<file path="src/rtl/edge_pkg.sv">
// Shared types and constants for the edge-detector pipeline stages.
package edge_pkg;

  localparam int unsigned IN_W  = 16;
  localparam int unsigned OUT_W = 14;

  typedef logic [7:0]           pixel_t;
  typedef pixel_t [IN_W-1:0]    row16_t;
  typedef pixel_t [OUT_W-1:0]   row14_t;

  typedef enum logic [1:0] {IDLE, COMP, DONE} state_t;

endpackage

</file>
<file path="src/rtl/sobel_kernel.sv">
// Combinational 3x3 Sobel: window in, saturated |Gx|+|Gy| out.
module sobel_kernel import edge_pkg::*; (
  input  logic [71:0] win,  // pixel (r,c) at bits [8*(3r+c) +: 8]
  output logic [7:0]  mag
);

  pixel_t            p [3][3];
  logic       [10:0] gx_pos, gx_neg, gy_pos, gy_neg;
  logic signed [10:0] gx, gy;
  logic       [9:0]  ax, ay;
  logic       [11:0] mag_raw;

  always_comb begin
    for (int r = 0; r < 3; r++) begin
      for (int c = 0; c < 3; c++) begin
        p[r][c] = win[(3*r+c)*8 +: 8];
      end
    end
  end

  // Each weighted sum peaks at 1020, so it stays non-negative as 11-bit signed.
  assign gx_pos = {3'b0, p[0][2]} + {2'b0, p[1][2], 1'b0} + {3'b0, p[2][2]};
  assign gx_neg = {3'b0, p[0][0]} + {2'b0, p[1][0], 1'b0} + {3'b0, p[2][0]};
  assign gy_pos = {3'b0, p[0][0]} + {2'b0, p[0][1], 1'b0} + {3'b0, p[0][2]};
  assign gy_neg = {3'b0, p[2][0]} + {2'b0, p[2][1], 1'b0} + {3'b0, p[2][2]};

  assign gx = $signed(gx_pos) - $signed(gx_neg);
  assign gy = $signed(gy_pos) - $signed(gy_neg);

  assign ax = gx[10] ? 10'(-gx) : gx[9:0];
  assign ay = gy[10] ? 10'(-gy) : gy[9:0];

  assign mag_raw = {2'b0, ax} + {2'b0, ay};
  assign mag     = (mag_raw > 12'd255) ? 8'hff : mag_raw[7:0];

endmodule

</file>
<file path="src/rtl/gradient_controller.sv">
// Row-streaming Sobel gradient stage: 3-row window, one kernel shared across 14 columns.
module gradient_controller import edge_pkg::*; (
  input  logic         clk,
  input  logic         n_rst,
  input  logic         anchor_moving,
  input  logic [31:0]  anchor_x,
  input  logic [31:0]  anchor_y,
  input  logic [127:0] gradient_in,
  output logic [111:0] gradient_out,
  output logic         gradient_final
);

  localparam logic [3:0] LastCol = 4'(OUT_W - 1);

  state_t     state_q, state_d;
  logic [3:0] k_q, k_d;
  logic       capture, store, commit;

  row16_t row_in;
  row16_t top_q, mid_q, bot_q;
  row14_t res_q, out_q;
  logic   final_q;

  logic [3:0]  c1, c2;
  logic [71:0] win;
  logic [7:0]  mag;

  // Strip position is informational only.
  logic unused_anchor;
  assign unused_anchor = ^anchor_y;

  assign row_in = gradient_in;

  always_ff @(posedge clk or negedge n_rst) begin
    if (!n_rst) begin
      state_q <= IDLE;
      k_q     <= '0;
    end else begin
      state_q <= state_d;
      k_q     <= k_d;
    end
  end

  always_comb begin
    state_d = state_q;
    k_d     = k_q;
    capture = 1'b0;
    store   = 1'b0;
    commit  = 1'b0;
    unique case (state_q)
      IDLE: begin
        if (anchor_moving) begin
          capture = 1'b1;
          k_d     = '0;
          state_d = COMP;
        end
      end
      COMP: begin
        store = 1'b1;
        if (k_q == LastCol) begin
          k_d     = '0;
          state_d = DONE;
        end else begin
          k_d = k_q + 4'd1;
        end
      end
      DONE: begin
        commit  = 1'b1;
        state_d = IDLE;
      end
      default: state_d = IDLE;
    endcase
  end

  // First row of a strip has no neighbours above, so replicate it into all three.
  always_ff @(posedge clk or negedge n_rst) begin
    if (!n_rst) begin
      top_q <= '0;
      mid_q <= '0;
      bot_q <= '0;
    end else if (capture) begin
      if (anchor_x == 32'd0) begin
        top_q <= row_in;
        mid_q <= row_in;
        bot_q <= row_in;
      end else begin
        top_q <= mid_q;
        mid_q <= bot_q;
        bot_q <= row_in;
      end
    end
  end

  assign c1  = k_q + 4'd1;
  assign c2  = k_q + 4'd2;
  assign win = {bot_q[c2], bot_q[c1], bot_q[k_q],
                mid_q[c2], mid_q[c1], mid_q[k_q],
                top_q[c2], top_q[c1], top_q[k_q]};

  sobel_kernel u_kernel (
    .win (win),
    .mag (mag)
  );

  always_ff @(posedge clk or negedge n_rst) begin
    if (!n_rst) begin
      res_q <= '0;
    end else if (store) begin
      res_q[k_q] <= mag;
    end
  end

  // Results are staged so the consumer never sees a partially updated row.
  always_ff @(posedge clk or negedge n_rst) begin
    if (!n_rst) begin
      out_q   <= '0;
      final_q <= 1'b0;
    end else begin
      final_q <= commit;
      if (commit) begin
        out_q <= res_q;
      end
    end
  end

  assign gradient_out   = out_q;
  assign gradient_final = final_q;

endmodule

</file>
<file path="config.mk">
export PLATFORM = sky130hd
export DESIGN_NAME = gradient_controller
export DESIGN_NICKNAME = d
export VERILOG_FILES = /design/src/rtl/edge_pkg.sv /design/src/rtl/sobel_kernel.sv /design/src/rtl/gradient_controller.sv
export SDC_FILE = /design/constraint.sdc
export NUM_CORES = 2
export LEC_CHECK = 0
export CORE_MARGIN = 2
export CORE_UTILIZATION = 59
export CTS_CLUSTER_SIZE = 12
export DETAILED_ROUTE_END_ITERATION = 8
export GPL_TIMING_DRIVEN = 0
export HOLD_SLACK_MARGIN = 0.06
export PLACE_DENSITY = 0.91
export SLEW_MARGIN = 10
export SYNTH_ARGS = -nofsm -noshare
export SYNTH_HDL_FRONTEND = slang
export SYNTH_HIERARCHICAL = 1
export SYNTH_SLANG_ARGS = --single-unit
</file>
<file path="constraint.sdc">
create_clock -name clk -period 11.6 [get_ports clk]
set_input_delay 2.32 -clock clk [delete_from_list [all_inputs] [get_ports clk]]
set_output_delay 2.32 -clock clk [all_outputs]
set_load 0.005 [all_outputs]
</file>
# Word-level counts from Yosys, hierarchy flattened
# Index checks and enable logic that the tools add are counted.
# classes
n_bitwise,0
n_mul,0
muxes,34
n_reduce_logical,6
n_addsub,15
order_cmp,5
shift,0
n_div,0
eq_ne,5
# op_table
op,n
binary-select mux 8 bit (select 4 bit),8
two-way mux 128 bit,2
bitwise mux 112 bit,1
two-way mux 8 bit,10
adder 11 x 8 -> 11 bit,4
adder 8 x 9 -> 10 bit,4
demux 8 bit (select 4 bit),1
logical NOT 32 bit,1
subtractor 11 bit,2
two-way mux 10 bit,2
negator 10 bit,2
< comparator 4 x 5 -> 1 bit (second input constant),3
greater-than comparator 12 x 8 -> 1 bit (second input constant),1
adder 10 x 10 -> 11 bit,1
two-way mux 4 bit,2
one-hot mux 4 bit (2 select lines),1
adder 4 x 1 -> 4 bit (second input constant),1
adder 4 x 2 -> 4 bit (second input constant),1
== test 4 bit (second input constant),1
greater-or-equal comparator 4 x 1 -> 1 bit (second input constant),1
two-way mux 1 bit,4
two-way mux 2 bit,2
inequality test 2 bit (second input constant),2
one-hot mux 2 bit (2 select lines),1
6 further kinds,7
# word_totals
input_bits,195
register_bits,615
mem_bits_ro,0
ramBits,0
latch_bits,0
n_memories,0

# Logic depth before layout (Yosys ltp)
# logic_depth
ltp_word,12
ltp_mapped,42
mapped_depth_nobuf,36

# Cells and area by module
# Netlist, hierarchy kept.
# modules_own_cells
module,instances,cells_each,area_each_um2
gradient_controller,1,3275,34010.1
sobel_kernel,1,362,3180.6

# Worst setup path before layout
# OpenSTA, ideal clock, no wires.
# synth_timing
kind,register -> register
start,reg k_q[1]
end,reg res_q[15] (netlist name)
setup_time_ps,128
path_buffers,5
t_arrival_ps,9044
required_time_ps,11472
stages_incl_launch_ff,42
setup_slack_ps,2429
cell_sequence,dfrtp_1 -> buf_2 -> buf_2 -> clkinv_1 -> clkbuf_1 -> ha_1 -> buf_2 -> mux4_2 -> nand2_1 -> nand3_1 -> o311a_1 -> ha_1 -> fa_1 -> a21oi_1 -> nor2_1 -> nor2_1 -> o21bai_1 -> a21oi_1 -> (+6 left out) -> ha_1 -> a21o_1 -> a21oi_1 -> o31ai_2 -> a21oi_2 -> xnor2_2 -> mux2_4 -> inv_2 -> fa_1 -> nor2b_1 -> o21ai_0 -> a21boi_0 -> o21ai_0 -> a21oi_1 -> mux2_2 -> or2_2 -> clkbuf_1 -> mux2_1
# synth_via
elab_chain_len,12
elab_cells_between_ends,41
classes_between,add/sub: 15; order compare: 3; mux: 22; reduce/logical: 1
# synth_lines
item,line,rtl
"start, declared",gradient_controller.sv:16,"logic [3:0] k_q, k_d;"
"start signal, assigned",gradient_controller.sv:40,k_q <= k_d;
adder 4 x 1 -> 4 bit (*),gradient_controller.sv:94,assign c1 = k_q + 4'd1;
binary-select mux 8 bit (select 4 bit) (*),gradient_controller.sv:96,"assign win = {bot_q[c2], bot_q[c1], bot_q[k_q],"
two-way mux 8 bit (implied by the code) (*),gradient_controller.sv:96,
net win[56],gradient_controller.sv:25,logic [71:0] win;
adder 8 x 9 -> 10 bit (*),sobel_kernel.sv:25,"assign gy_neg = {3'b0, p[2][0]} + {2'b0, p[2][1], 1'b0} + {3'b0, p[2][2]};"
adder 11 x 8 -> 11 bit (*),sobel_kernel.sv:25,
subtractor 11 bit (*),sobel_kernel.sv:28,assign gy = $signed(gy_pos) - $signed(gy_neg);
negator 10 bit,sobel_kernel.sv:31,assign ay = gy[10] ? 10'(-gy) : gy[9:0];
two-way mux 10 bit (*),sobel_kernel.sv:31,
adder 10 x 10 -> 11 bit (*),sobel_kernel.sv:33,"assign mag_raw = {2'b0, ax} + {2'b0, ay};"
greater-than comparator 12 x 8 -> 1 bit,sobel_kernel.sv:34,assign mag = (mag_raw > 12'd255) ? 8'hff : mag_raw[7:0];
two-way mux 8 bit (*),sobel_kernel.sv:34,
net mag[7],gradient_controller.sv:26,logic [7:0] mag;
bitwise mux 112 bit (*),gradient_controller.sv:109,res_q[k_q] <= mag;
"end signal, assigned by index",gradient_controller.sv:109,
"end, declared",gradient_controller.sv:21,"row14_t res_q, out_q;"
# Mark *: on every way through the listed nets, which the timed path passes. The rest lies on a longest branch. The select of a mux whose other input is x is not followed.
# A chain may end at the register's enable or synchronous reset.

# Final worst setup path
# layout_timing
start,reg k_q[1]
end,reg res_q[22] (netlist name)
# The elaborated chain is that of the path after synthesis.

==> impl_summary.log <==
INFO  metric cts_buffers = 68
INFO  metric grt_overflow = 0
INFO  metric setup_violations = 0
INFO  metric arrival_time_of_data_at_the_critical_path_endpoint = 11790 ps
INFO  metric place.detailed.hpwl = 112000 um
INFO  metric routabilityCongestion = 1.08
INFO  metric cts.sinks = 615
INFO  metric vias_in_the_first_global_route = 32746
INFO  metric floorplan.rows = 90
INFO  metric detail_route.drc_violations = 0
INFO  metric cts.hold.buffers_added = 0
INFO  metric netlist_area = 0.0363 mm^2
INFO  metric htreeDepth = 3
INFO  metric ioPinCount = 308
INFO  metric initial_utilization = 59.8%
INFO  metric timing.final.hold_violations = 0
INFO  metric run_status = finished clean
INFO  metric avgRoutedWirePerCell = 31.0 um
INFO  metric dieArea = 0.0634 mm^2
INFO  metric final-max-slew-violation-count = 0
INFO  metric drv.max_cap_violation_count = 0
INFO  metric viasPerCell = 6.98
INFO  metric drtPass1Iterations = 8
INFO  metric insertion_delay = 650 ps
INFO  metric ys.warnings.count = 6
INFO  metric crit_required = 12100 ps
INFO  metric port_buffers = 275
INFO  metric fp.dieH = 252 um
INFO  metric floorplan.die.width = 252 um
INFO  metric drtIter0Drc = 4846
INFO  metric flow.area_growth_from_synthesis = 16.8%
INFO  metric multi_input_area = 0.0192 mm^2
INFO  metric crit_path_max_fanout = 11
INFO  metric wire_length_of_the_first_global_routing_pass = 216000 um
INFO  metric timing.final.crit_share = 97.3%
INFO  metric maximum_number_of_pins_on_one_net_before_global_route_repair = 112
INFO  metric fin_crit = 11290 ps
INFO  metric core-area = 0.0606 mm^2
INFO  metric post_synth.cell_area_avg = 10.2 um^2
INFO  metric filler_cell_count = 4235
INFO  metric worstMarginPinSlew = 1420 ps
INFO  metric setup_ws = 309 ps
INFO  metric route.final.wire_length = 147000 um
INFO  metric area.sequential = 0.0154 mm^2
INFO  metric drive_gt1_share = 15.1%
INFO  metric slowest_delay = 650 ps
INFO  metric syn_inst = 3548
INFO  metric cts-root-to-sink-buffers = 3
INFO  metric placement.setup.worst_slack = 94.8 ps
INFO  metric grt_antenna_before_repair = 16
INFO  metric final_antenna_net_count = 0
INFO  metric highest_count_cells_in_the_layout_ignoring_fill_and_taps = 1321 x sky130_fd_sc_hd__nand2_1, 615 x sky130_fd_sc_hd__dfrtp_1, 274 x sky130_fd_sc_hd__clkdlybuf4s50_1, 261 x sky130_fd_sc_hd__mux4_2, 257 x sky130_fd_sc_hd__o211ai_1
INFO  metric layout_commonest_cell = sky130_fd_sc_hd__nand2_1
INFO  metric critical_path.startpoint_type = flop
INFO  metric grt.total_usage = 47.0%
INFO  metric route.vias.total = 33023
INFO  metric cts_repair_resize_count = 0
INFO  metric slowest_stage_cell_cp = sky130_fd_sc_hd__a32oi_1
INFO  metric synth_fp_nets = 3851
INFO  metric cts_post_setup_buffers_inserted = 0
INFO  metric finalClockSkew = 29.8 ps
INFO  metric finalNetCount = 4201
INFO  metric cts_tree = done
INFO  metric fmax = 88.6 MHz
INFO  metric cp-end-kind = flop
INFO  metric worstSetupPathType = reg2reg
INFO  metric min-delay-path-class = reg2reg
INFO  metric timing.max_slew.rel_slack = 5.32%
INFO  metric path_clk_slew = 70 ps
INFO  metric cts-root-buf = sky130_fd_sc_hd__clkbuf_16
==> flip-flops by register name, indices dropped and copies added, names as in the netlist <==
name,cells
res_q,112
gradient_final,1
bot_q,128
mid_q,128
state_q,2
k_q,4
top_q,128
gradient_out,112
==> per-stage QoR <==
stage / setup TNS [ps] / area (um^2) / cells / utilization [%] / hold WS [ps]
6_report: 0 / 42300 / 4731 / 69.9 / 468
5_1_grt: -28.1 / 42300 / 4722 / 69.8 / 486
4_1_cts: 0 / 42300 / 4720 / 69.8 / 464
3_5_place_dp: 0 / 40200 / 4611 / 66.3 / 452
3_3_place_gp: - / 40000 / 4605 / 66.0 / 441
2_1_floorplan: 0 / 36300 / 3548 / - / 433
==> final cells by class <==
| type | count | share of cell area, % |
|---|---|---|
| Clock buffer | 89 | 4.39 |
| Sequential cell | 615 | 36.3 |
| Multi-Input combinational cell | 2547 | 45.5 |
| Tap cell | 782 | 2.31 |
| Timing Repair Buffer | 281 | 6.90 |
| Buffer | 292 | 3.04 |
| Inverter | 93 | 0.833 |
| Antenna cell | 12 | 0.0709 |
| Clock inverter | 20 | 0.635 |
==> worst max-delay path, delay by kind of cell (launching register included) <==
kind / cells / cell delay, ps
flip-flops: 1 / 450
XOR/XNOR: 2 / 450
AO/OA/AOI/OAI: 13 / 3010
AND/OR/NAND/NOR: 6 / 930
buffers and inverters: 10 / 2300
adder cells (fa/ha/maj): 7 / 2900
multiplexers: 3 / 1080
==> routing by layer <==
layer  vias to the layer above  wire (um)  global-route usage (%)
met5                         -         69                   0.386
li1                      13230          -                       -
met2                      2750      63700                    70.2
met4                        10      12100                    29.6
met3                       693      20400                    17.1
met1                     16340      50500                    58.5
==> worst paths after layout <==
| check | start | endpoint | slack [ps] | cells past startpoint |
|---|---|---|---|---|
| min in group asynchronous | n_rst | gradient_out[100] | 1600 | 1 |
| worst min-delay path | res_q[39] | gradient_out[39] | 470 | 2 |
| max in group asynchronous | n_rst | bot_q[83] | 8130 | 4 |
| worst max-delay path | k_q[1] | res_q[22] | 310 | 41 |
| worst max register to register | k_q[1] | res_q[22] | 310 | 41 |
| worst min register to register | res_q[39] | gradient_out[39] | 470 | 2 |
Power is left out: the tool's default activity adds up to more than one toggle a clock period on the data nets, which glitch-free logic cannot reach.
